**config.mk**
```make
export PLATFORM = sky130hd
export DESIGN_NAME = alu_operand_loader
export DESIGN_NICKNAME = d
export VERILOG_FILES = /design/src/rtl/alu_pkg.sv /design/src/rtl/strobe_sync_edge.sv /design/src/rtl/alu_operand_loader.sv
export SDC_FILE = /design/constraint.sdc
export NUM_CORES = 1
export LEC_CHECK = 0
export CORE_MARGIN = 1.5
export CORE_UTILIZATION = 44
export DETAILED_ROUTE_END_ITERATION = 6
export DONT_BUFFER_PORTS = 1
export PLACE_DENSITY = 0.58
export SLEW_MARGIN = 20
export SYNTH_ARGS = -nofsm -noshare
export SYNTH_HDL_FRONTEND = slang
export SYNTH_SLANG_ARGS = --single-unit
export TNS_END_PERCENT = 30
```
**constraint.sdc**
```tcl
create_clock -name clk -period 1.7 [get_ports clk]
set_input_delay 0.34 -clock clk [delete_from_list [all_inputs] [get_ports clk]]
set_output_delay 0.34 -clock clk [all_outputs]
set_load 0.005 [all_outputs]
```
**src/rtl/alu_pkg.sv**
```systemverilog
// alu_pkg: definitions shared between alu_operand_loader and tt_um_8bitALU.
//   - state_t : loader FSM states (IDLE, GOT_A, GOT_B, ISSUE, WAIT_RES)
//   - OPW     : opcode width presented to the ALU
//   - FLAG_*  : bit positions inside the {C,Z,N,V} flag nibble
//   - OP_*    : opcode encodings understood by the ALU
package alu_pkg;

  localparam int OPW = 4;

  // alu_flags / flags_out are packed {C,Z,N,V}, so C is the MSB.
  localparam int FLAG_C = 3;
  localparam int FLAG_Z = 2;
  localparam int FLAG_N = 1;
  localparam int FLAG_V = 0;

  localparam logic [OPW-1:0] OP_NOP = 4'h0;
  localparam logic [OPW-1:0] OP_ADD = 4'h1;
  localparam logic [OPW-1:0] OP_SUB = 4'h2;
  localparam logic [OPW-1:0] OP_AND = 4'h3;
  localparam logic [OPW-1:0] OP_OR  = 4'h4;
  localparam logic [OPW-1:0] OP_XOR = 4'h5;
  localparam logic [OPW-1:0] OP_SHL = 4'h6;
  localparam logic [OPW-1:0] OP_SHR = 4'h7;

  typedef enum logic [2:0] {
    IDLE     = 3'd0,
    GOT_A    = 3'd1,
    GOT_B    = 3'd2,
    ISSUE    = 3'd3,
    WAIT_RES = 3'd4
  } state_t;

endpackage

```
**src/rtl/strobe_sync_edge.sv**
```systemverilog
// strobe_sync_edge: brings the asynchronous pin strobe into the clk domain
// through a SYNC_STAGES-deep flop chain (SYNC_STAGES must be at least 2) and
// emits a one-cycle pulse on its synchronised rising edge.
//   clk     in   system clock
//   rst_n   in   asynchronous active-low reset (all flops to 0)
//   i_async in   raw strobe from the pin
//   o_rise  out  single-cycle rising-edge pulse
// The chain free-runs regardless of any enable, so a consumer that ignores
// pulses for a while never sees a stale edge afterwards.
module strobe_sync_edge #(
  parameter int SYNC_STAGES = 2
) (
  input  logic clk,
  input  logic rst_n,
  input  logic i_async,
  output logic o_rise
);

  logic [SYNC_STAGES-1:0] r_sync;
  logic                   r_prev;

  always_ff @(posedge clk or negedge rst_n) begin
    if (!rst_n) begin
      r_sync <= '0;
      r_prev <= 1'b0;
    end else begin
      r_sync <= {r_sync[SYNC_STAGES-2:0], i_async};
      r_prev <= r_sync[SYNC_STAGES-1];
    end
  end

  assign o_rise = r_sync[SYNC_STAGES-1] & ~r_prev;

endmodule

```
**src/rtl/alu_operand_loader.sv**
```systemverilog
// alu_operand_loader: byte-serial command front end for tt_um_8bitALU.
// Three strobed bytes (A, B, opcode) are collected from data_in, presented to
// the ALU as one valid/ready transaction, and the returned result and flags
// are held on the output pins.
//   clk, rst_n          clock, asynchronous active-low reset
//   ena                 enable; low freezes all state and discards strobe edges
//   load_stb, data_in   asynchronous byte strobe and byte bus
//   alu_a/b/op, alu_valid, alu_ready   operand transaction to the ALU
//   alu_res_valid, alu_result, alu_flags  single-cycle result return
//   result_out, flags_out, res_valid   held result, {C,Z,N,V}, freshness
//   busy, err           not-IDLE indicator, sticky error
//   dbg_state           current FSM state (alu_pkg::state_t encoding)
// Handshake: alu_a/alu_b/alu_op are stable whenever alu_valid is high; a
// transfer happens on a clock edge where alu_valid & alu_ready, after which
// alu_valid is low on the following cycle.
// Optional: define ALU_LOADER_PARITY_EN to require odd parity in the opcode
// byte (bit 7 over bits 6:0); a bad opcode byte sets err and is not issued.
module alu_operand_loader #(
  parameter int SYNC_STAGES = 2,
  parameter int TIMEOUT_CYC = 16,
  parameter int OPW         = alu_pkg::OPW
) (
  input  logic           clk,
  input  logic           rst_n,
  input  logic           ena,
  input  logic           load_stb,
  input  logic [7:0]     data_in,
  output logic [7:0]     alu_a,
  output logic [7:0]     alu_b,
  output logic [OPW-1:0] alu_op,
  output logic           alu_valid,
  input  logic           alu_ready,
  input  logic           alu_res_valid,
  input  logic [7:0]     alu_result,
  input  logic [3:0]     alu_flags,
  output logic [7:0]     result_out,
  output logic [3:0]     flags_out,
  output logic           res_valid,
  output logic           busy,
  output logic           err,
  output logic [2:0]     dbg_state
);
  import alu_pkg::*;

  localparam int              CNTW    = $clog2(TIMEOUT_CYC + 1);
  localparam logic [CNTW-1:0] CNT_MAX = CNTW'(TIMEOUT_CYC);

  state_t          r_state, w_state;
  logic [7:0]      r_a, w_a;
  logic [7:0]      r_b, w_b;
  logic [OPW-1:0]  r_op, w_op;
  logic [7:0]      r_result, w_result;
  logic [3:0]      r_flags, w_flags;
  logic            r_res_valid, w_res_valid;
  logic            r_err, w_err;
  logic [CNTW-1:0] r_cnt, w_cnt;
  logic [CNTW-1:0] w_cnt_inc;
  logic            w_rise;

  strobe_sync_edge #(.SYNC_STAGES(SYNC_STAGES)) u_stb (
    .clk     (clk),
    .rst_n   (rst_n),
    .i_async (load_stb),
    .o_rise  (w_rise)
  );

`ifndef ALU_LOADER_PARITY_EN
  // Opcode byte bits above OPW carry nothing in this build.
  logic w_unused_opc_hi;
  assign w_unused_opc_hi = &{1'b0, data_in[7:OPW]};
`endif

  // Saturating increment: the counter never wraps back to zero.
  assign w_cnt_inc = (r_cnt == CNT_MAX) ? r_cnt : r_cnt + CNTW'(1);

  always_comb begin
    w_state     = r_state;
    w_a         = r_a;
    w_b         = r_b;
    w_op        = r_op;
    w_result    = r_result;
    w_flags     = r_flags;
    w_res_valid = r_res_valid;
    w_err       = r_err;
    w_cnt       = r_cnt;
    case (r_state)
      IDLE: begin
        if (w_rise) begin
          w_a         = data_in;
          w_res_valid = 1'b0;
          w_err       = 1'b0;
          w_state     = GOT_A;
        end
      end
      GOT_A: begin
        if (w_rise) begin
          w_b     = data_in;
          w_state = GOT_B;
        end
      end
      GOT_B: begin
        if (w_rise) begin
          w_op    = data_in[OPW-1:0];
          w_state = ISSUE;
`ifdef ALU_LOADER_PARITY_EN
          // Valid byte has an odd number of ones across all 8 bits.
          if (^data_in == 1'b0) begin
            w_err   = 1'b1;
            w_state = IDLE;
          end
`endif
        end
      end
      ISSUE: begin
        if (alu_ready) begin
          w_cnt   = '0;
          w_state = WAIT_RES;
        end
      end
      WAIT_RES: begin
        // A result arriving on the expiry cycle takes priority over the timeout.
        if (alu_res_valid) begin
          w_result    = alu_result;
          w_flags     = alu_flags;
          w_res_valid = 1'b1;
          w_state     = IDLE;
        end else begin
          w_cnt = w_cnt_inc;
          if (w_cnt_inc == CNT_MAX) begin
            w_err   = 1'b1;
            w_state = IDLE;
          end
        end
      end
      default: w_state = IDLE;
    endcase
  end

  always_ff @(posedge clk or negedge rst_n) begin
    if (!rst_n) begin
      r_state     <= IDLE;
      r_a         <= '0;
      r_b         <= '0;
      r_op        <= '0;
      r_result    <= '0;
      r_flags     <= '0;
      r_res_valid <= 1'b0;
      r_err       <= 1'b0;
      r_cnt       <= '0;
    end else if (ena) begin
      r_state     <= w_state;
      r_a         <= w_a;
      r_b         <= w_b;
      r_op        <= w_op;
      r_result    <= w_result;
      r_flags     <= w_flags;
      r_res_valid <= w_res_valid;
      r_err       <= w_err;
      r_cnt       <= w_cnt;
    end
  end

  assign alu_a      = r_a;
  assign alu_b      = r_b;
  assign alu_op     = r_op;
  assign alu_valid  = (r_state == ISSUE);
  assign result_out = r_result;
  assign flags_out  = r_flags;
  assign res_valid  = r_res_valid;
  assign busy       = (r_state != IDLE);
  assign err        = r_err;
  assign dbg_state  = r_state;

endmodule

```
# ---- After elaboration in Yosys (flattened, before gate mapping)
# Index checks and enable logic that the tools add are counted.
dict set report totals {
  regBits 45
  out_inout_bits 39
  input_bits 26
  word_cells 57
}
dict set report classes {
  bitwise_logic 2
  muxes 17
  eq_ne 14
  addsub 1
  reduce_logical 12
}
# op n
set ops {}
lappend ops {{2-to-1 mux 3 bit} 6}
lappend ops {{2-to-1 mux 5 bit} 3}
lappend ops {{one-hot mux 3 bit (5 select lines)} 1}
lappend ops {{AND reduction 3 bit} 4}
lappend ops {{equality test 5 bit, second input constant} 2}
lappend ops {{one-hot mux 5 bit (2 select lines)} 1}
lappend ops {{!= test 2 x 1 -> 1 bit, second input constant} 4}
lappend ops {{AND reduction 4 bit} 2}
lappend ops {{equality test 3 x 2 -> 1 bit, second input constant} 2}
lappend ops {{!= test 2 bit, second input constant} 3}
lappend ops {{AND reduction 6 bit} 1}
lappend ops {{adder 5 x 1 -> 5 bit, second input constant} 1}
lappend ops {{AND reduction 5 bit} 1}
lappend ops {{2-to-1 mux 1 bit} 4}
lappend ops {{one-hot mux 1 bit (2 select lines)} 2}
lappend ops {{nonzero test 2 bit} 2}
lappend ops {{equality test 3 x 1 -> 1 bit, second input constant} 1}
lappend ops {{equality test 3 bit, second input constant} 1}
lappend ops {{logical NOT 3 bit} 1}
lappend ops {{!= test 3 bit, second input constant} 1}
lappend ops {{nonzero test 3 bit} 1}
lappend ops {{AND 1 bit} 1}
lappend ops {{NOT 1 bit} 1}

# ---- Depth between registers and ports, before layout
dict set report logic_depth {
  ltp_word 6
  mapped_depth 6
  mapped_depth_nobuf 6
}

# ---- Cells and area by module
# A second synthesis with hierarchy kept.
dict set report hier_totals {
  cells_unflattened 153
  area_unflattened_um2 2095.8
}
# module area_each_um2 seq_area_each_um2 n_inst cells_per_inst
set by_module_without_submodules {}
lappend by_module_without_submodules {alu_operand_loader 2006.9 1051.0 1 149}
lappend by_module_without_submodules {strobe_sync_edge 88.8 75.1 1 4}

# ---- Least setup slack after synthesis
# Ideal clock, no wire load.
dict set report synth_timing {
  path_type {reg2reg}
  from {register r_state[0] (netlist: dbg_state[0])}
  to {register r_flags[0] (netlist: flags_out[0])}
  n_path_buf 2
  stages_incl_launch_ff 6
  period_less_slack_ns 1.652
  setup_slack_ns 0.048
  required_ns 1.575
  arrival_time_ns 1.527
  setup_ns 0.125
  path_cell_list {dfrtp_1 > buf_4 > nor3_1 > and3_1 > buf_4 > mux2_2}
}
dict set report synth_between {
  elab_chain_len 2
}
# element line_no
set synth_rtl {}
lappend synth_rtl {{from (decl)} alu_operand_loader.sv:48} ;# state_t r_state, w_state;
lappend synth_rtl {{from (signal assigned)} alu_operand_loader.sv:151} ;# r_state <= w_state;
lappend synth_rtl {{equality test 3 bit} alu_operand_loader.sv:86} ;# case (r_state)
lappend synth_rtl {{AND reduction 3 bit (no source line)} -}
lappend synth_rtl {{to (signal assigned)} alu_operand_loader.sv:156} ;# r_flags <= w_flags;
lappend synth_rtl {{to (decl)} alu_operand_loader.sv:53} ;# logic [3:0] r_flags, w_flags;
# Every way passes these cells.
# A chain may end at the register's enable or synchronous reset.

# ---- Worst setup path in the final report
dict set report layout_timing {
  from {register r_cnt[0]}
  to {register r_cnt[3]}
}
dict set report layout_between {
  elab_chain_len 4
  word_cells_on_any_way 5
  classes_between {add/sub (1); eq/ne (1); mux (3)}
}
# element line_no
set layout_rtl {}
lappend layout_rtl {{from (decl)} alu_operand_loader.sv:56} ;# logic [CNTW-1:0] r_cnt, w_cnt;
lappend layout_rtl {{from (signal assigned)} alu_operand_loader.sv:159} ;# r_cnt <= w_cnt;
lappend layout_rtl {{adder 5 x 1 -> 5 bit / equality test 5 bit (equally long branches)} alu_operand_loader.sv:74} ;# assign w_cnt_inc = (r_cnt == CNT_MAX) ? r_cnt : r_cnt + CNTW'(1);
lappend layout_rtl {{2-to-1 mux 5 bit (*)} alu_operand_loader.sv:74}
lappend layout_rtl {{2-to-1 mux 5 bit (*)} alu_operand_loader.sv:122} ;# if (alu_res_valid) begin
lappend layout_rtl {{one-hot mux 5 bit (2 select lines) (*)} alu_operand_loader.sv:86}
# Mark *: on every way between the ends. The rest lies on a longest branch, timed or not. The select of a mux whose other input is x is not followed.

==> summary.md <==
| Metric | Value |
|---|---|
| R2R depth | `6` |
| Total number of vias | `roughly 1.3k` |
| Antenna-violating nets left | `0` |
| Post-synthesis xor/xnor area fraction | `0.874%` |
| Crit path launch | `r_cnt[0]$_DFFE_PN0P_` |
| # diodes | `0` |
| Largest net degree at the start of global routing | `46` |
| Net Sw Frac | `roughly 31%` |
| # IOs | `65` |
| Total track usage | `16.5%` |
| Post-Synth Simple-Gate Area | `a little under an eighth` |
| Crit path launch type | `flop` |
| Max_slew headroom | `68.8%` |
| Remaining Overflow, GRT | `0` |
| CTS tree | `done` |
| FF-to-FF End | `r_cnt[3]$_DFFE_PN0P_` |
| H-Tree Depth | `2` |
| Synth Area in Adders | `approximately 1.2%` |
| Final min period | `about 1700 ps` |
| Most common cell after layout, fill and taps aside | `dfrtp_1` |
| Internal Power | `around 2.4 mW` |
| Num rows | `24` |
| VDD IR max | `0.000768 V` |
| I/O Buffers | `0` |
| Critical path capture point | `r_cnt[3]$_DFFE_PN0P_` |
| Core area | `between 0.004 and 0.005 mm2` |
| Post-Place Cells | `about 210` |
| Synth warn | `0` |
| Setup WS post-layout | `between 20 and 30 ps` |
| Most frequent cells in the layout | `dfrtp_1 (42), mux2_2 (33), buf_4 (14), o21ai_0 (11), nand2_1 (10)` |
| Clock Latency Late Sink | `about 300 ps` |
| Die area | `just under 0.005 mm2` |
| Syn Inst Count | `between 150 and 200` |
| Clock sinks | `45` |
| Initial antenna violation count | `0` |
| Post-synthesis sequential area ratio | `roughly 56%` |
| Clock power frac | `between 20% and 30%` |
| Compound-Gate Fraction of Synth Area | `8.87%` |
| Reg-to-Reg Start | `r_cnt[0]$_DFFE_PN0P_` |
| Sequential share of power | `about half` |
| Worst Setup Path Type | `reg2reg` |
| Mapped Nets | `approximately 180` |
| DRT Wirelength | `4.00 mm` |
| DRC Markers | `0` |
| Worst path required time | `around 1900 ps` |
| Pwr Density | `about 1500 mW/mm2` |
| Library cells used by synthesis | `40` |
| Area growth syn-to-layout | `17.4%` |
| Max-cap viol count | `0` |
| RSZ-0062 raised after global routing | `yes` |
| # nets final | `approximately 200` |
| Total net switching power | `around 1.1 mW` |
| Async SR Flop Fraction | `100%` |
| Vias in the first global route | `1313` |
| Status | `finished, final reports clean` |
| Clock transition at path regs | `roughly 90 ps` |
| Avg Cell Area, Syn | `about 13 um2` |
| Layout cells sized above 1 | `around 44%` |
| Comb power frac | `roughly 25%` |
| Slew @ Worst Pin | `approximately 470 ps` |
| Hold path depth | `0` |
| Mapped cell area | `0.00200 mm2` |
| FF+latch count, synth | `45` |
| Final Cell Area | `0.00235 mm2` |
| Fillers | `just under 400` |
| Final Cycle Share | `a little over nine tenths` |
| Via density | `~5.7` |
| DR WL/cell | `~18 um` |
| Initial Util | `a little under half` |
| Die width | `roughly 70 um` |
| Crit-path max FO | `5` |
| Max Slew Vio Count | `0` |
| TritonCTS Buffers | `5` |
| Pleak | `1.05 nW` |
| Fmax | `598 MHz` |
| Critical Path End Type | `flop` |
| Number of DRC markers in iteration 0 | `67` |
| Number of synthesized flops with an enable pin | `0` |
| HP Class | `in2reg` |
| Detailed Place HPWL | `2.90 mm` |
| Worst slack, placed | `-30.1 ps` |
| Final Skew | `roughly 9.9 ps` |
| Clock buffer depth | `2` |
| Crit path arrival time | `1890 ps` |
| First-pass GRT wire length | `between 6 and 7 mm` |
| Multiplexer area fraction after synthesis | `a little under a fifth` |
| Root Buffer | `clkbuf_8` |
| Top_reg_cell synth | `dfrtp_1` |
| Flop2flop setup slack | `between 20 and 30 ps` |
| First-pass detailed-route iteration total | `4` |
| Main combinational cell family by area after synthesis | `multiplexers` |
| Die height | `about 70 um` |
| Setup violations, final | `0` |
| Post-Place Cell Area | `~0.0021 mm2` |
| Gpl congestion | `0.904` |
| Non-filler cells, final | `~230` |
| Final Hold Fails | `0` |
==> cells in the mapped netlist, drive strengths merged, types with 2 or more instances <==
cell	number	area share [%]
a211oi	3	1.1
and2b	2	0.75
buf	5	1.6
dfrtp	45	56
ha	2	1.2
inv	5	0.94
mux2	33	19
nand2	10	1.9
nand2b	4	1.2
nand3	4	1.0
nand3b	2	0.94
nor2	3	0.56
nor3	2	1.1
o21ai	14	3.7
==> registers in the layout, summed over array words and instances (netlist names) <==
| signal | cells |
|---|---|
| r_cnt | 5 |
| result_out | 8 |
| alu_op | 4 |
| dbg_state | 3 |
| u_stb.r_prev | 1 |
| u_stb.r_sync | 2 |
| res_valid | 1 |
| flags_out | 4 |
| alu_a | 8 |
| alu_b | 8 |
| err | 1 |
==> cell families after synthesis <==
kind of cell	count (synthesis)
xor+xnor	2
mux	33
buf+inv	11
flops	45
simple gates	35
fa+ha+maj	2
compound gates	27
==> power groups by stage <==
stage               Clock [mW]  Combinational (mW)  Sequential [mW]
floorplan                    0               0.628             1.67
global placement             0               0.747             1.78
detailed placement           0               0.787             1.79
CTS                      0.871               0.828             1.77
global route             0.907               0.956             1.82
finish                   0.838               0.864             1.77
==> area by class of cell <==
type	instances	area [um2]	area share (%)
repair buffers	17	163	6.91
well taps	52	65.1	2.77
clock buffers	5	68.8	2.93
flip-flops and latches	45	1130	48.0
inverters	5	18.8	0.798
clock inverters	3	50.0	2.13
multi-input cells	99	857	36.4
==> worst max-delay path: stages, from the launching register on <==
cell and delay [ps]:
dfrtp_1 440, inv_2 80, ha_4 170, and4bb_2 260
buf_4 140, or3_4 340, o31ai_2 170
==> routing by layer <==
metal,vias to the layer above,GRT usage (%),wire length [um]
li1,593,-,-
met1,651,20.7,1670
met2,35,26.0,1980
met3,5,6.78,305
met4,0,5.34,36
met5,-,0,0
==> worst min-delay path by stage <==
| stage | startpoint | end | slack, ps |
|---|---|---|---|
| detailed placement | rst_n | r_cnt[3]$_DFFE_PN0P_ | 50 |
| CTS | load_stb | u_stb.r_sync[0]$_DFF_PN0_ | 50 |
| finish | load_stb | u_stb.r_sync[0]$_DFF_PN0_ | 70 |
| global route | load_stb | u_stb.r_sync[0]$_DFF_PN0_ | 50 |
| global placement | rst_n | r_cnt[2]$_DFFE_PN0P_ | 50 |
| floorplan | rst_n | alu_a[0]$_DFFE_PN0P_ | 40 |
==> metrics by stage <==
stage	utilization (%)	power [mW]	setup TNS, ps	hold WS (ps)
2_1_floorplan	-	2.30	0	44.4
3_3_place_gp	49.2	2.52	0	45.7
3_5_place_dp	49.2	2.57	-30.1	45.9
4_1_cts	52.9	3.47	-21.7	54.2
5_1_grt	54.0	3.69	-83.5	48.0
6_report	54.0	3.47	0	66.0
==> repair_timing <==
item                                   CTS  global route
setup buffers                            0             2
resized for setup                        2            11
gates cloned                             0             0
endpoints found under the hold margin   45             0
setup endpoints to repair                2             7
pin swaps                                1             1
hold buffers                             2             0
Note: power is estimated with default switching activity, not from simulation.
